File: config.mk
export PLATFORM = sky130hd
export DESIGN_NAME = gb_lcd_capture
export DESIGN_NICKNAME = d
export VERILOG_FILES = /design/src/rtl/gb_lcd_capture.sv
export SDC_FILE = /design/constraint.sdc
export NUM_CORES = 1
export LEC_CHECK = 0
export BUFFER_PORTS_ARGS = -buffer_cell sky130_fd_sc_hd__buf_2
export CAP_MARGIN = 10
export CORE_MARGIN = 2
export CORE_UTILIZATION = 37
export CTS_CLUSTER_DIAMETER = 30
export DETAILED_ROUTE_END_ITERATION = 6
export GPL_ROUTABILITY_DRIVEN = 1
export PLACE_DENSITY = 0.61
export SLEW_MARGIN = 30
export SYNTH_ARGS = -nofsm -noshare
export SYNTH_HDL_FRONTEND = slang
export SYNTH_SLANG_ARGS = --single-unit
File: constraint.sdc
create_clock -name clk -period 2.8 [get_ports clk]
set_clock_uncertainty 0.15 [all_clocks]
set_input_delay 0.14 -clock clk [delete_from_list [all_inputs] [get_ports clk]]
set_output_delay 0.14 -clock clk [all_outputs]
set_load 0.05 [all_outputs]
File: src/rtl/gb_lcd_capture.sv
// Game Boy LCD bus capture: syncs the async LCD pins into clk and writes pixels into a 160x144 framebuffer.
// Optional macro GB_CAPTURE_DOUBLE_BUFFER_EN adds fb_bank and a bank-select MSB on fb_addr.
module gb_lcd_capture #(
  parameter int H_PIXELS = 160,
  parameter int V_LINES  = 144,
  parameter int ADDR_W   = 15
) (
  input  logic              clk,
  input  logic              reset,
  input  logic              gb_clk,
  input  logic              gb_hsync,
  input  logic              gb_vsync,
  input  logic [1:0]        gb_data,
  output logic              fb_we,
`ifdef GB_CAPTURE_DOUBLE_BUFFER_EN
  output logic [ADDR_W:0]   fb_addr,
  output logic              fb_bank,
`else
  output logic [ADDR_W-1:0] fb_addr,
`endif
  output logic [1:0]        fb_data,
  output logic              frame_done,
  output logic              locked,
  output logic              overrun
);

  localparam logic [7:0]        H_LIM  = 8'(H_PIXELS);
  localparam logic [7:0]        V_LIM  = 8'(V_LINES);
  localparam logic [ADDR_W-1:0] H_STEP = ADDR_W'(H_PIXELS);
  localparam logic [ADDR_W-1:0] A_ONE  = ADDR_W'(1);

  typedef enum logic [0:0] {
    WAIT_FRAME = 1'b0,
    ACTIVE     = 1'b1
  } state_t;

  state_t            state_q, state_d;
  logic [2:0]        ctl_s1_q, ctl_s1_d, ctl_s2_q, ctl_s2_d, ctl_hist_q, ctl_hist_d;
  logic [1:0]        dat_s1_q, dat_s1_d, dat_s2_q, dat_s2_d;
  logic              pix_evt_q, pix_evt_d, line_evt_q, line_evt_d, frame_evt_q, frame_evt_d;
  logic [1:0]        pix_dat_q, pix_dat_d;
  logic [7:0]        x_q, x_d, y_q, y_d;
  logic [ADDR_W-1:0] addr_q, addr_d, line_base_q, line_base_d;
  logic [ADDR_W-1:0] wr_addr_q, wr_addr_d;
  logic              fb_we_q, fb_we_d;
  logic [1:0]        fb_data_q, fb_data_d;
  logic              frame_done_q, frame_done_d;
  logic              locked_q, locked_d;
  logic              overrun_q, overrun_d;
`ifdef GB_CAPTURE_DOUBLE_BUFFER_EN
  logic              fb_bank_q, fb_bank_d, wr_bank_q, wr_bank_d;
`endif

  // Synchronisers, edge strobes (registered so data and events stay aligned) and capture state machine.
  always_comb begin
    ctl_s1_d    = {gb_vsync, gb_hsync, gb_clk};
    ctl_s2_d    = ctl_s1_q;
    ctl_hist_d  = ctl_s2_q;
    dat_s1_d    = gb_data;
    dat_s2_d    = dat_s1_q;
    pix_evt_d   = ctl_hist_q[0] & ~ctl_s2_q[0];
    line_evt_d  = ~ctl_hist_q[1] & ctl_s2_q[1];
    frame_evt_d = ~ctl_hist_q[2] & ctl_s2_q[2];
    pix_dat_d   = dat_s2_q;

    state_d      = state_q;
    x_d          = x_q;
    y_d          = y_q;
    addr_d       = addr_q;
    line_base_d  = line_base_q;
    wr_addr_d    = wr_addr_q;
    fb_we_d      = 1'b0;
    fb_data_d    = fb_data_q;
    frame_done_d = 1'b0;
    locked_d     = locked_q;
    overrun_d    = overrun_q;

    case (state_q)
      WAIT_FRAME: begin
        if (frame_evt_q) begin
          state_d     = ACTIVE;
          x_d         = 8'd0;
          y_d         = 8'd0;
          addr_d      = '0;
          line_base_d = '0;
          locked_d    = 1'b1;
        end else begin
          state_d = WAIT_FRAME;
        end
      end
      ACTIVE: begin
        // Coordinate updates land first so a coincident pixel writes at the new line/frame origin.
        if (frame_evt_q) begin
          frame_done_d = (x_q != 8'd0) || (y_q != 8'd0);
          x_d          = 8'd0;
          y_d          = 8'd0;
          addr_d       = '0;
          line_base_d  = '0;
        end else if (line_evt_q) begin
          x_d         = 8'd0;
          y_d         = (y_q < V_LIM) ? (y_q + 8'd1) : y_q;
          line_base_d = line_base_q + H_STEP;
          addr_d      = line_base_q + H_STEP;
        end else begin
          state_d = ACTIVE;
        end

        if (pix_evt_q) begin
          if ((x_d < H_LIM) && (y_d < V_LIM)) begin
            fb_we_d   = 1'b1;
            wr_addr_d = addr_d;
            fb_data_d = pix_dat_q;
            x_d       = x_d + 8'd1;
            addr_d    = addr_d + A_ONE;
          end else begin
            overrun_d = 1'b1;
          end
        end else begin
          fb_we_d = 1'b0;
        end
      end
      default: begin
        state_d = WAIT_FRAME;
      end
    endcase

`ifdef GB_CAPTURE_DOUBLE_BUFFER_EN
    fb_bank_d = fb_bank_q ^ frame_done_d;
    wr_bank_d = fb_we_d ? ~fb_bank_d : wr_bank_q;
`endif
  end

  // State and output registers with synchronous reset.
  always_ff @(posedge clk) begin
    if (reset) begin
      state_q      <= WAIT_FRAME;
      ctl_s1_q     <= 3'b000;
      ctl_s2_q     <= 3'b000;
      ctl_hist_q   <= 3'b000;
      dat_s1_q     <= 2'b00;
      dat_s2_q     <= 2'b00;
      pix_evt_q    <= 1'b0;
      line_evt_q   <= 1'b0;
      frame_evt_q  <= 1'b0;
      pix_dat_q    <= 2'b00;
      x_q          <= 8'd0;
      y_q          <= 8'd0;
      addr_q       <= '0;
      line_base_q  <= '0;
      wr_addr_q    <= '0;
      fb_we_q      <= 1'b0;
      fb_data_q    <= 2'b00;
      frame_done_q <= 1'b0;
      locked_q     <= 1'b0;
      overrun_q    <= 1'b0;
`ifdef GB_CAPTURE_DOUBLE_BUFFER_EN
      fb_bank_q    <= 1'b0;
      wr_bank_q    <= 1'b0;
`endif
    end else begin
      state_q      <= state_d;
      ctl_s1_q     <= ctl_s1_d;
      ctl_s2_q     <= ctl_s2_d;
      ctl_hist_q   <= ctl_hist_d;
      dat_s1_q     <= dat_s1_d;
      dat_s2_q     <= dat_s2_d;
      pix_evt_q    <= pix_evt_d;
      line_evt_q   <= line_evt_d;
      frame_evt_q  <= frame_evt_d;
      pix_dat_q    <= pix_dat_d;
      x_q          <= x_d;
      y_q          <= y_d;
      addr_q       <= addr_d;
      line_base_q  <= line_base_d;
      wr_addr_q    <= wr_addr_d;
      fb_we_q      <= fb_we_d;
      fb_data_q    <= fb_data_d;
      frame_done_q <= frame_done_d;
      locked_q     <= locked_d;
      overrun_q    <= overrun_d;
`ifdef GB_CAPTURE_DOUBLE_BUFFER_EN
      fb_bank_q    <= fb_bank_d;
      wr_bank_q    <= wr_bank_d;
`endif
    end
  end

  assign fb_we      = fb_we_q;
  assign fb_data    = fb_data_q;
  assign frame_done = frame_done_q;
  assign locked     = locked_q;
  assign overrun    = overrun_q;
`ifdef GB_CAPTURE_DOUBLE_BUFFER_EN
  assign fb_addr    = {wr_bank_q, wr_addr_q};
  assign fb_bank    = fb_bank_q;
`else
  assign fb_addr    = wr_addr_q;
`endif

endmodule

==> run_summary.xml <==
<?xml version="1.0" encoding="UTF-8"?>
<metrics>
  <group name="yosys">
    <metric name="synth_mux_area_share" unit="%">2.10</metric>
    <metric name="postSynthRegisterBits" unit="">81</metric>
    <metric name="synth_compound_gate_area_share" unit="%">21.0</metric>
    <metric name="synth_xor_area_share" unit="%">3.51</metric>
    <metric name="synthesis.instances" unit="">462</metric>
    <metric name="yosys_warnings" unit="">0</metric>
    <metric name="mappedNetlistArea" unit="um2">3990</metric>
    <metric name="synth-seq-area-share" unit="%">40.7</metric>
    <metric name="largest_family_of_logic_cells_by_synthesized_area" unit="">simple AND/OR/NAND/NOR gates</metric>
    <metric name="dominantRegCellSynth" unit="">dfxtp_1</metric>
    <metric name="synth_nets" unit="">474</metric>
    <metric name="synth.avg_cell_area" unit="um2">8.63</metric>
    <metric name="synth_async_sr_flop_share" unit="%">0</metric>
    <metric name="netlist-cell-type-count" unit="">65</metric>
    <metric name="area_fraction_in_and_or_nand_and_nor_cells_after_synthesis" unit="%">24.9</metric>
    <metric name="synth_edf_count" unit="">0</metric>
    <metric name="post_synth_fa_ha_maj_area_fraction" unit="%">1.57</metric>
  </group>
  <group name="die">
    <metric name="core_region_area" unit="um2">10400</metric>
    <metric name="die-height" unit="um">108</metric>
    <metric name="row_count" unit="">37</metric>
    <metric name="die_area" unit="um2">11600</metric>
    <metric name="floorplan.io_pins" unit="">28</metric>
    <metric name="die_width" unit="um">108</metric>
    <metric name="start_util" unit="%">38.3</metric>
  </group>
  <group name="finish">
    <metric name="final_cell_mix" unit="">dfxtp_1, a21oi_1, nor2_1</metric>
    <metric name="mostFrequentLayoutCell" unit="">dfxtp_1</metric>
    <metric name="final_core_util" unit="%">43.0</metric>
    <metric name="postLayoutCellArea" unit="um2">4480</metric>
    <metric name="finalNonFillerCells" unit="">631</metric>
    <metric name="total_nets_final" unit="">502</metric>
    <metric name="antenna-diode-count" unit="">0</metric>
    <metric name="area.growth.synth_to_final" unit="%">12.2</metric>
    <metric name="layout-drive-gt1-share" unit="%">17.0</metric>
  </group>
  <group name="detailed_routing">
    <metric name="route.detailed.vias_per_inst" unit="">5.47</metric>
    <metric name="drt_pre_antenna_iters" unit="">4</metric>
    <metric name="detail-route-antenna-nets" unit="">0</metric>
    <metric name="postRouteWirelength" unit="um">9120</metric>
    <metric name="vias" unit="">3450</metric>
    <metric name="drt-initial-drc-count" unit="">293</metric>
    <metric name="avgRoutedWirePerCell" unit="um">14.4</metric>
    <metric name="drc_errors" unit="">0</metric>
  </group>
  <group name="placed_design">
    <metric name="routabilityCongestion" unit="">0.835</metric>
    <metric name="detailedPlace.worstSlack" unit="ns">0.262</metric>
    <metric name="dpl.cell_count" unit="">609</metric>
    <metric name="place.detailed.hpwl" unit="um">6400</metric>
    <metric name="place_area" unit="um2">4220</metric>
    <metric name="port-buffer-count" unit="">27</metric>
  </group>
  <group name="outcome">
    <metric name="run_status" unit="">completed</metric>
  </group>
  <group name="grt">
    <metric name="grt_first_pass_wirelength" unit="um">15400</metric>
    <metric name="grt_pass1_vias" unit="">3307</metric>
    <metric name="grt_antenna_before_repair" unit="">0</metric>
    <metric name="grt_max_degree" unit="">50</metric>
    <metric name="global_route.usage.total" unit="%">16.5</metric>
    <metric name="globalRoute.totalOverflow" unit="">0</metric>
  </group>
  <group name="clock_network">
    <metric name="cts_tree" unit="">done</metric>
    <metric name="post_cts_buffers" unit="">0</metric>
    <metric name="cts_htree_levels" unit="">3</metric>
    <metric name="root_buffer" unit="">clkbuf_8</metric>
    <metric name="cts_sinks" unit="">81</metric>
    <metric name="clk_latency" unit="ns">0.36</metric>
    <metric name="path_clk_slew" unit="ns">0.10</metric>
    <metric name="cts.hold.buffers_added" unit="">6</metric>
    <metric name="cts_inserted_buffers" unit="">9</metric>
    <metric name="ctsLongestPathBuffers" unit="">2</metric>
    <metric name="cts_resized" unit="">0</metric>
  </group>
  <group name="sta">
    <metric name="final-hold-violation-count" unit="">0</metric>
    <metric name="setup_ws" unit="ns">0.237</metric>
    <metric name="unrepaired_setup_endpoints_after_global_routing" unit="">no</metric>
    <metric name="period_share" unit="%">91.5</metric>
    <metric name="finalWorstPathRequiredPeriod" unit="ns">2.56</metric>
    <metric name="maxSlewViolCount" unit="">0</metric>
    <metric name="max-slew-margin-rel" unit="%">56.7</metric>
    <metric name="worst_slew_pin_tran" unit="ns">0.650</metric>
    <metric name="max_clock_freq" unit="MHz">390</metric>
    <metric name="finalSetupViolations" unit="">0</metric>
    <metric name="final.setup.tns" unit="ns">0</metric>
  </group>
  <group name="flow_run">
    <metric name="maxCapViolations" unit="">0</metric>
  </group>
  <group name="critical_path">
    <metric name="worstPathArrival" unit="ns">2.72</metric>
    <metric name="crit_required" unit="ns">2.96</metric>
    <metric name="setup.worst_path.start_class" unit="">flip-flop</metric>
    <metric name="crit_path_end_kind" unit="">flip-flop</metric>
    <metric name="slowest_delay" unit="ns">0.49</metric>
    <metric name="timing.critical_path.slowest_stage_cell" unit="">or4_1</metric>
    <metric name="cpMostUsedCell" unit="">nand3_1</metric>
    <metric name="timing.critical_path.cells" unit="">ha_1, o21ai_2, or3_1, a311oi_2, nand3_1, or4_1, nand3_1</metric>
    <metric name="highest_net_fanout_along_the_worst_path" unit="">9</metric>
    <metric name="critPathKind" unit="">reg -&gt; reg</metric>
  </group>
  <group name="power_and_ir_drop">
    <metric name="vdd_ir_drop_max" unit="V">0.000308</metric>
    <metric name="p_per_area" unit="nW/um2">472</metric>
    <metric name="static-leakage-power" unit="uW">0.00168</metric>
  </group>
  <group name="min_path">
    <metric name="timing.hold.worst.class" unit="">reg -&gt; reg</metric>
  </group>
</metrics>
==> where the power goes <==
group / internal, uW / total [uW] / switching (uW)
Combinational: 35.4 / 101 / 65.7
Clock: 350 / 842 / 491
Sequential: 1160 / 1170 / 5.71
Total: 1550 / 2110 / 563
==> final cells by class <==
class | count | area, um2
fillers | 1032 | 5940
well taps | 136 | 170
inverters | 7 | 26.3
repair buffers | 53 | 345
clock buffers | 9 | 124
flip-flops and latches | 81 | 1620
clock inverters | 7 | 67.6
multi-input cells | 338 | 2120
==> final timing paths <==
kind                   from           to  slack, ns  cells past startpoint
max          line_base_q[5]   addr_q[12]       0.24                      7
min           ctl_hist_q[2]  frame_evt_q       0.24                      1
max reg2reg  line_base_q[5]   addr_q[12]       0.24                      7
min reg2reg   ctl_hist_q[2]  frame_evt_q       0.24                      1
==> cells by family (layout without fill, tap and decap cells) <==
logic type	after synthesis	count (layout)
adder cells (fa/ha/maj)	5	5
AO/OA/AOI/OAI	125	125
AND/OR/NAND/NOR	184	184
buffers and inverters	43	76
multiplexers	8	8
XOR/XNOR	16	16
flip-flops	81	81
==> critical path, delay by kind of cell, from the launching register on <==
kind / cells / cell delay [ns]
adders and majority gates: 1 / 0.25
and+or+nand+nor: 4 / 1.15
AOI/OAI and AO/OA: 2 / 0.56
DFF: 1 / 0.41
==> per-layer routing <==
layer	vias up	GRT usage (%)	wire [um]
li1	1745	-	-
met1	1627	21.3	4270
met2	61	26.8	4380
met3	17	3.51	294
met4	0	6.32	171
met5	-	0	0
==> registers in the layout, summed over array words and instances, names as in the netlist <==
signal	count
overrun	1
x_q	8
fb_addr	15
ctl_hist_q	3
ctl_hist_d	3
ctl_s1_q	3
y_q	8
dat_s2_q	2
state_q	1
locked	1
pix_dat_q	2
pix_evt_q	1
addr_q	15
frame_done	1
dat_s1_q	2
fb_we	1
line_evt_q	1
fb_data	2
line_base_q	10
frame_evt_q	1
==> cell usage after synthesis (4+ instances only) <==
| master | n | area, um2 |
|---|---|---|
| a21oi_1 | 43 | 215 |
| a311oi_1 | 5 | 43.8 |
| a31o_1 | 5 | 43.8 |
| and2_1 | 4 | 25.0 |
| and3_1 | 10 | 62.6 |
| clkbuf_1 | 22 | 82.6 |
| clkbuf_8 | 7 | 96.3 |
| dfxtp_1 | 81 | 1620 |
| ha_1 | 5 | 62.6 |
| inv_1 | 7 | 26.3 |
| mux2i_1 | 5 | 50.1 |
| nand2_1 | 29 | 109 |
| nand3_1 | 33 | 165 |
| nand4_1 | 17 | 106 |
| nor2_1 | 34 | 128 |
| nor2b_1 | 19 | 119 |
| nor3_1 | 5 | 25.0 |
| o211ai_1 | 5 | 37.5 |
| o21ai_0 | 27 | 135 |
| or3_1 | 8 | 50.1 |
| or4_1 | 5 | 37.5 |
| xnor2_1 | 6 | 52.6 |
| xor2_1 | 10 | 87.6 |
==> stage by stage <==
step | hold slack (ns) | power (uW)
6_report | 0.239 | 2110
5_1_grt | 0.256 | 2200
4_1_cts | 0.242 | 2140
3_5_place_dp | 0.210 | 1290
3_3_place_gp | 0.207 | 1290
2_1_floorplan | 0.118 | 1270
Power figures use the tool's default switching activity.
